**src/rtl/div_pkg.sv**
```systemverilog
// Shared divider definitions: FSM state encoding, iteration-count helper,
// and the ALU function encodings that select divide/remainder flavours.
package div_pkg;

    typedef enum logic [1:0] {
        S_IDLE = 2'd0,
        S_BUSY = 2'd1,
        S_DONE = 2'd2
    } div_state_e;

    function automatic int unsigned div_iters(input int unsigned width, input int unsigned bpc);
        return width / bpc;
    endfunction

endpackage

package sys_defs;

    typedef logic [4:0] alu_func_t;

    localparam alu_func_t ALU_DIV  = 5'h0C;
    localparam alu_func_t ALU_DIVU = 5'h0D;
    localparam alu_func_t ALU_REM  = 5'h0E;
    localparam alu_func_t ALU_REMU = 5'h0F;

endpackage

```
**src/rtl/iter_divider_if.sv**
```systemverilog
// Request/response channel of the iterative divider; the requester is the
// master, the divider the slave.
interface iter_divider_if
    import sys_defs::*;
#(
    parameter int unsigned WIDTH = 32,
    parameter int unsigned TAG_W = 5
);
    logic             in_valid;
    logic             in_ready;
    alu_func_t        in_func;
    logic [TAG_W-1:0] in_tag;
    logic [WIDTH-1:0] opa;
    logic [WIDTH-1:0] opb;
    logic             out_valid;
    logic             out_ready;
    logic [TAG_W-1:0] out_tag;
    logic [WIDTH-1:0] quotient;
    logic [WIDTH-1:0] remainder;
    alu_func_t        out_func;

    modport master (
        output in_valid, in_func, in_tag, opa, opb, out_ready,
        input  in_ready, out_valid, out_tag, quotient, remainder, out_func
    );

    modport slave (
        input  in_valid, in_func, in_tag, opa, opb, out_ready,
        output in_ready, out_valid, out_tag, quotient, remainder, out_func
    );
endinterface

```
**src/rtl/div_step.sv**
```systemverilog
// One restoring-division step: shift in the next dividend bit, trial-subtract
// the divisor and keep the difference only when it did not borrow.
module div_step #(
    parameter int unsigned WIDTH = 32
) (
    input  logic [WIDTH:0]   rem_i,
    input  logic [WIDTH-1:0] dvd_i,
    input  logic [WIDTH-1:0] dsr_i,
    output logic [WIDTH:0]   rem_o,
    output logic [WIDTH-1:0] dvd_o
);
    logic [WIDTH+1:0] shifted;
    logic [WIDTH+1:0] diff;
    logic             qbit;

    always_comb begin
        shifted = {rem_i, dvd_i[WIDTH-1]};
        diff    = shifted - {2'b00, dsr_i};
        qbit    = ~diff[WIDTH+1];
        rem_o   = qbit ? diff[WIDTH:0] : shifted[WIDTH:0];
        // dividend register doubles as the quotient shift register
        dvd_o   = {dvd_i[WIDTH-2:0], qbit};
    end
endmodule

```
**src/rtl/iter_divider.sv**
```systemverilog
// Iterative restoring divider, BITS_PER_CYCLE quotient bits per BUSY cycle,
// with signed/unsigned divide and remainder and a single-result output stage.
module iter_divider
    import div_pkg::*;
    import sys_defs::*;
#(
    parameter int unsigned WIDTH          = 32,
    parameter int unsigned BITS_PER_CYCLE = 1,
    parameter int unsigned TAG_W          = 5
) (
    input logic          clk,
    input logic          rst,
    input logic          flush,
    iter_divider_if.slave bus
);
    localparam int unsigned      ITERS   = div_iters(WIDTH, BITS_PER_CYCLE);
    localparam int unsigned      CNT_W   = (ITERS > 1) ? $clog2(ITERS) : 1;
    localparam logic [CNT_W-1:0] LAST    = CNT_W'(ITERS - 1);
    localparam logic [WIDTH-1:0] MIN_VAL = {1'b1, {(WIDTH-1){1'b0}}};

    div_state_e       state_q, state_d;
    alu_func_t        func_q, func_d;
    logic [TAG_W-1:0] tag_q, tag_d;
    logic             negq_q, negq_d;
    logic             negr_q, negr_d;
    logic [WIDTH-1:0] dsr_q, dsr_d;
    logic [WIDTH-1:0] dvd_q, dvd_d;
    logic [WIDTH:0]   rem_q, rem_d;
    logic [CNT_W-1:0] cnt_q, cnt_d;
    logic [WIDTH-1:0] quot_q, quot_d;
    logic [WIDTH-1:0] remo_q, remo_d;

    logic             func_ok, is_signed, sign_a, sign_b, div0, ovf, accept;
    logic [WIDTH-1:0] mag_a, mag_b, qmag, rmag;

    logic [WIDTH:0]   rem_c [0:BITS_PER_CYCLE];
    logic [WIDTH-1:0] dvd_c [0:BITS_PER_CYCLE];

    assign rem_c[0] = rem_q;
    assign dvd_c[0] = dvd_q;

    for (genvar g = 0; g < BITS_PER_CYCLE; g++) begin : g_step
        div_step #(.WIDTH(WIDTH)) u_step (
            .rem_i (rem_c[g]),
            .dvd_i (dvd_c[g]),
            .dsr_i (dsr_q),
            .rem_o (rem_c[g+1]),
            .dvd_o (dvd_c[g+1])
        );
    end

    assign qmag = dvd_c[BITS_PER_CYCLE];
    assign rmag = rem_c[BITS_PER_CYCLE][WIDTH-1:0];

    always_comb begin
        func_ok   = bus.in_func inside {ALU_DIV, ALU_DIVU, ALU_REM, ALU_REMU};
        is_signed = (bus.in_func == ALU_DIV) || (bus.in_func == ALU_REM);
        sign_a    = is_signed && bus.opa[WIDTH-1];
        sign_b    = is_signed && bus.opb[WIDTH-1];
        mag_a     = sign_a ? -bus.opa : bus.opa;
        mag_b     = sign_b ? -bus.opb : bus.opb;
        div0      = (bus.opb == '0);
        ovf       = is_signed && (bus.opa == MIN_VAL) && (bus.opb == '1);
        accept    = bus.in_valid && (state_q == S_IDLE) && func_ok && !flush;
    end

    always_comb begin
        state_d = state_q;
        func_d  = func_q;
        tag_d   = tag_q;
        negq_d  = negq_q;
        negr_d  = negr_q;
        dsr_d   = dsr_q;
        dvd_d   = dvd_q;
        rem_d   = rem_q;
        cnt_d   = cnt_q;
        quot_d  = quot_q;
        remo_d  = remo_q;

        case (state_q)
            S_IDLE: begin
                if (accept) begin
                    func_d = bus.in_func;
                    tag_d  = bus.in_tag;
                    negq_d = sign_a ^ sign_b;
                    negr_d = sign_a;
                    dvd_d  = mag_a;
                    dsr_d  = mag_b;
                    rem_d  = '0;
                    cnt_d  = '0;
                    if (div0) begin
                        quot_d  = '1;
                        remo_d  = bus.opa;
                        state_d = S_DONE;
                    end else if (ovf) begin
                        quot_d  = bus.opa;
                        remo_d  = '0;
                        state_d = S_DONE;
                    end else begin
                        state_d = S_BUSY;
                    end
                end
            end
            S_BUSY: begin
                rem_d = rem_c[BITS_PER_CYCLE];
                dvd_d = dvd_c[BITS_PER_CYCLE];
                cnt_d = cnt_q + 1'b1;
                if (cnt_q == LAST) begin
                    quot_d  = negq_q ? -qmag : qmag;
                    remo_d  = negr_q ? -rmag : rmag;
                    cnt_d   = '0;
                    state_d = S_DONE;
                end
            end
            S_DONE: begin
                if (bus.out_ready) state_d = S_IDLE;
            end
            default: state_d = S_IDLE;
        endcase

        // flush overrides both accept and the output handshake
        if (flush) state_d = S_IDLE;
    end

    always_ff @(posedge clk) begin
        if (rst) begin
            state_q <= S_IDLE;
            func_q  <= '0;
            tag_q   <= '0;
            negq_q  <= 1'b0;
            negr_q  <= 1'b0;
            dsr_q   <= '0;
            dvd_q   <= '0;
            rem_q   <= '0;
            cnt_q   <= '0;
            quot_q  <= '0;
            remo_q  <= '0;
        end else begin
            state_q <= state_d;
            func_q  <= func_d;
            tag_q   <= tag_d;
            negq_q  <= negq_d;
            negr_q  <= negr_d;
            dsr_q   <= dsr_d;
            dvd_q   <= dvd_d;
            rem_q   <= rem_d;
            cnt_q   <= cnt_d;
            quot_q  <= quot_d;
            remo_q  <= remo_d;
        end
    end

    assign bus.in_ready  = (state_q == S_IDLE);
    assign bus.out_valid = (state_q == S_DONE);
    assign bus.out_tag   = tag_q;
    assign bus.quotient  = quot_q;
    assign bus.remainder = remo_q;
    assign bus.out_func  = func_q;
endmodule

```
**src/flat_wrapper.sv**
```systemverilog
// flat-port wrapper written by rule: the top's interface ports become plain ports
module iter_divider_flat import div_pkg::*; import sys_defs::*;
#(
    parameter int unsigned WIDTH          = 32,
    parameter int unsigned BITS_PER_CYCLE = 1,
    parameter int unsigned TAG_W          = 5
)
  (clk, rst, flush, bus_in_valid, bus_in_func, bus_in_tag, bus_opa, bus_opb, bus_out_ready, bus_in_ready, bus_out_valid, bus_out_tag, bus_quotient, bus_remainder, bus_out_func);
  iter_divider_if #(.WIDTH(WIDTH), .TAG_W(TAG_W)) bus_i ();
  input logic clk;
  input logic rst;
  input logic flush;
  input wire logic [$bits(bus_i.in_valid)-1:0] bus_in_valid;
  input wire logic [$bits(bus_i.in_func)-1:0] bus_in_func;
  input wire logic [$bits(bus_i.in_tag)-1:0] bus_in_tag;
  input wire logic [$bits(bus_i.opa)-1:0] bus_opa;
  input wire logic [$bits(bus_i.opb)-1:0] bus_opb;
  input wire logic [$bits(bus_i.out_ready)-1:0] bus_out_ready;
  output wire logic [$bits(bus_i.in_ready)-1:0] bus_in_ready;
  output wire logic [$bits(bus_i.out_valid)-1:0] bus_out_valid;
  output wire logic [$bits(bus_i.out_tag)-1:0] bus_out_tag;
  output wire logic [$bits(bus_i.quotient)-1:0] bus_quotient;
  output wire logic [$bits(bus_i.remainder)-1:0] bus_remainder;
  output wire logic [$bits(bus_i.out_func)-1:0] bus_out_func;
  assign bus_i.in_valid = bus_in_valid;
  assign bus_i.in_func = bus_in_func;
  assign bus_i.in_tag = bus_in_tag;
  assign bus_i.opa = bus_opa;
  assign bus_i.opb = bus_opb;
  assign bus_i.out_ready = bus_out_ready;
  assign bus_in_ready = bus_i.in_ready;
  assign bus_out_valid = bus_i.out_valid;
  assign bus_out_tag = bus_i.out_tag;
  assign bus_quotient = bus_i.quotient;
  assign bus_remainder = bus_i.remainder;
  assign bus_out_func = bus_i.out_func;
  iter_divider #(.WIDTH(WIDTH), .BITS_PER_CYCLE(BITS_PER_CYCLE), .TAG_W(TAG_W)) u_core (.clk(clk), .rst(rst), .flush(flush), .bus(bus_i));
endmodule
```
**config.mk**
```make
export PLATFORM = sky130hd
export DESIGN_NAME = iter_divider_flat
export DESIGN_NICKNAME = d
export VERILOG_FILES = /design/src/rtl/div_pkg.sv /design/src/rtl/iter_divider_if.sv /design/src/rtl/div_step.sv /design/src/rtl/iter_divider.sv /design/src/flat_wrapper.sv
export SDC_FILE = /design/constraint.sdc
export NUM_CORES = 1
export LEC_CHECK = 0
export CAP_MARGIN = 20
export CORE_MARGIN = 5
export CORE_UTILIZATION = 50
export CTS_CLUSTER_SIZE = 28
export DETAILED_ROUTE_END_ITERATION = 12
export GPL_TIMING_DRIVEN = 0
export HOLD_SLACK_MARGIN = 0.05
export PLACE_DENSITY = 0.8
export SLEW_MARGIN = 20
export SYNTH_ARGS = -nofsm -noshare
export SYNTH_HDL_FRONTEND = slang
export SYNTH_SLANG_ARGS = --single-unit
```
**constraint.sdc**
```tcl
create_clock -name clk -period 11.65 [get_ports clk]
set_input_delay 2.33 -clock clk [delete_from_list [all_inputs] [get_ports clk]]
set_output_delay 2.33 -clock clk [all_outputs]
set_load 0.03 [all_outputs]
```
==> results.md <==
## Setup path
• u_core.bus.remainder[28] — Critical Path Sink
• 7.27 ns — data arrival at the endpoint of the critical path
• 12.00 ns — WP data required
• u_core.dsr_q[12] — worst setup path startpoint
• u_core.dsr_q[12] — launch instance of the worst register-to-register path
• 4.73 ns — Worst R2R Setup Slack
• 22 — number of cells on the worst reg-to-reg path
• register — type of destination of the critical path
• 10 — Crit Path Max Fanout
• register — critical path launch point type
• u_core.bus.remainder[28] — R2R Path End
• reg -> reg — critical path class

## Logic synthesis
• 0 — count of yosys warnings during synthesis
• compound AO/OA/AOI/OAI gates — largest family of logic cells by synthesized area
• 84 — Unique masters post-synth
• 1734 — Gate Count Post-Synth
• 7.418 sq um — syn avg cell area
• 180 — synthesis-stage register bit count
• dfxtp_1 — leading area contributor after synthesis
• dfxtp_1 (28%), nor2_1 (7.4%), a21oi_1 (5.3%) — most area-consuming cells after synthesis
• 28.01% — fraction of post-synthesis cell area in the top cell type by area
• 7.898% — area share of xor/xnor cells in the synthesized design
• 1853 — nets in the synthesized netlist
• 24.71% — area share of and/or/nand/nor cells after synthesis
• 27.92% — complex-gate fraction of the synthesized area
• dfxtp_1 — leading register cell type out of synthesis
• 3.949% — fraction of the mapped netlist area in adder cells
• 12860 sq um — netlist area before placement
• 0 — number of synthesized flops with an enable pin
• 28.01% — sequential area share after synthesis
• 0% — async set-reset flop share out of synthesis
• 2.354% — fraction of synthesized area in multiplexers

## Clocking
• clkbuf_16 — Clock Tree Root
• built — CTS tree
• 4 — number of levels the H-tree was split into
• 17 — TritonCTS buffer count
• 0.09 ns — Reg clk slew, reported paths
• 0 — Setup Buffers After CTS
• 0.45 ns — clock latency on the worst-skew pair
• 0 — CTS resizes
• 2 — Max clock buf depth
• 180 — TritonCTS sink count
• 0 — number of buffers inserted for hold repair after clock tree synthesis

## Routing
• 24.87 um — WL/cell
• 55880 um — final routed wirelength across all metal layers
• 2351 — DRC marker count from the first detailed-route iteration
• 14770 — total via count in the routed design
• 0 — Post-DRT Antenna Nets
• 6.571 — drt via density
• 0 — Post-route DRC
• 7 — first drt pass iteration count

## Global route
• 22 — largest net degree at the start of global routing
• 13440 — via count of the first global-routing pass
• 37.18% — GRT Total Usage
• 0 — Overflow after GRT
• 0 — antenna violations before repair
• 82740 um — global-route wire length before repair

## Final layout
• 8601 sq um — multi-input logic area
• 19.84% — Layout Area Growth over Synthesis
• 5.060% — share of post-route cells with drive strength above 1
• 0 — total inserted antenna cells
• 3603 sq um — footprint of the flip-flops and latches
• 2357 — count of fill cells added during filler insertion
• 2023 — Layout Nets

## Timing
• 0.01566 ns — Worst Skew
• 0 — setup violators final
• 0 — Final Max Tran Viols
• 6.922 ns — crit path time final
• 0 ns — setup tns final
• 59.42% — final period utilization
• 0.1445 GHz — Max Clock Freq
• no — setup repair after global routing missed its margin
• 30.05% — max_slew headroom
• 1.044 ns — Worst-Margin Slew
• 0 — hold violation count in the final report

## Floorplanning
• 50.94% — effective utilization at floorplan
• 155 — Ports
• 170.4 um — overall die height
• 29030 sq um — DIE AREA
• 170.4 um — horizontal die dimension
• 25250 sq um — area of the core
• 58 — std cell rows

## Hold path
• reg -> reg — worst hold-check path type

## Flow run
• 0 — max_cap viols

## Placement
• 44170 um — HPWL after detailed placement
• 151 — count of buffers inserted at the top-level ports
• 1.027 — routability congestion estimate

## Power
• 5.272 nW — Pleak
• 1.738 mW — Power Total
• 112.8 nW/um^2 — power density cells
• 0.00009350 V — maximum VDD drop

## Outcome
• complete, no violations — result of the run

[worst max-delay path, stage by stage (launching register included)]
cell	delay, ns
dfxtp_1	0.35
inv_1	0.08
ha_1	0.36
a21oi_1	0.37
o211a_1	0.24
o21a_1	0.15
nand3_1	0.17
a311oi_2	0.63
nor2_1	0.28
inv_2	0.26
clkbuf_1	0.52
clkbuf_1	0.56
nor2_1	0.09
a21oi_1	0.20
ha_1	0.29
nand4b_1	0.21
or3_1	0.36
a211oi_1	0.24
a31oi_1	0.10
nor4_2	0.50
nand3_1	0.23
mux2_2	0.33
a311oi_1	0.25
[cells in the final DEF, fill, tap and decap left out, types with 8 or more instances in the layout]
cell / count
inv_1: 54
xor2_1: 54
clkbuf_1: 85
nor3_1: 55
a2111oi_0: 14
nand2_1: 152
and2_1: 16
a21oi_1: 136
dfxtp_1: 180
o41ai_1: 9
nor2b_1: 9
mux2_2: 10
o31ai_1: 27
o21ai_0: 85
clkbuf_16: 17
or3_1: 32
xnor2_1: 62
a221oi_1: 9
buf_2: 20
nor2_1: 255
mux2i_1: 19
ha_1: 39
a211oi_1: 79
clkdlybuf4s50_1: 151
buf_1: 9
or4_1: 17
nand4_1: 17
and3_1: 9
nand3_1: 44
nor4_1: 14
a21o_1: 10
a31oi_1: 40
o221ai_1: 9
a22oi_1: 12
o21a_1: 8
nand2b_1: 13
o211ai_1: 8
a311oi_1: 19
[worst min-delay path by stage]
stage,startpoint,cells after the start,end
3_3_place_gp,u_core.bus.out_tag[3],2,u_core.bus.out_tag[3]
3_5_place_dp,u_core.dsr_q[31],2,u_core.dsr_q[31]
6_report,u_core.bus.out_tag[2],2,u_core.bus.out_tag[2]
4_1_cts,u_core.bus.out_tag[2],2,u_core.bus.out_tag[2]
2_1_floorplan,u_core.dsr_q[31],2,u_core.dsr_q[31]
5_1_grt,u_core.bus.quotient[24],2,u_core.bus.quotient[24]
[power by group]
group | internal [mW] | switching [mW] | total [mW]
Sequential | 0.621 | 0.00703 | 0.628
Combinational | 0.168 | 0.330 | 0.498
Clock | 0.296 | 0.316 | 0.613
Total | 1.08 | 0.654 | 1.74
[cell type report]
cell class | instances | share of cell area, %
clock buffer | 17 | 2.760
multi-input combinational | 1384 | 55.79
buffer | 115 | 2.971
timing repair buffer | 151 | 9.804
inverter | 55 | 1.339
sequential | 180 | 23.37
tap | 330 | 2.678
clock inverter | 15 | 1.282
[Yosys cell counts, drive strengths merged (17+ instances only)]
library cell,n
a311oi,20
a211oi,81
dfxtp,180
or4,20
nand2,152
mux2i,19
nor3,60
xnor2,62
buf,29
a21oi,137
a31oi,40
xor2,54
nor2,255
nand4,17
clkbuf,86
o21ai,90
ha,39
o31ai,28
or3,35
nand3,44
inv,55
[metal layers]
layer / share of wire [%] / GRT usage [%] / wire length (um)
met1: 43 / 54.95 / 24020
met2: 40 / 52.29 / 22570
met3: 13 / 10.03 / 7333
met4: 3.4 / 11.46 / 1895
met5: 0.098 / 1.505 / 55
[stage by stage]
stage | worst slack (ns) | area, sq um | util (%) | instances | hold slack, ns
after floorplan | 6.561 | 12860 | - | 1734 | 0.4363
after global placement | 4.724 | 14790 | 58.56 | 2215 | 0.4426
after detailed placement | 4.663 | 14790 | 58.58 | 2215 | 0.4479
after CTS | 4.971 | 15420 | 61.04 | 2247 | 0.4576
after global routing | 4.332 | 15420 | 61.04 | 2247 | 0.4766
final | 4.728 | 15420 | 61.04 | 2247 | 0.4560
[kinds of logic after synthesis]
logic type,count (synthesis)
AO/OA/AOI/OAI,530
XOR/XNOR,116
adder cells (fa/ha/maj),40
buffers and inverters,170
flip-flops,180
multiplexers,29
AND/OR/NAND/NOR,669
[sequential cells by signal (all words and copies together) (netlist names)]
name	count
u_core.state_q	2
u_core.bus.remainder	32
u_core.negq_q	1
u_core.bus.out_tag	5
u_core.bus.quotient	32
u_core.rem_q	33
u_core.bus.out_func	5
u_core.dsr_q	32
u_core.cnt_q	5
u_core.dvd_q	32
u_core.negr_q	1
No activity file was read; power rests on OpenSTA's default activity.
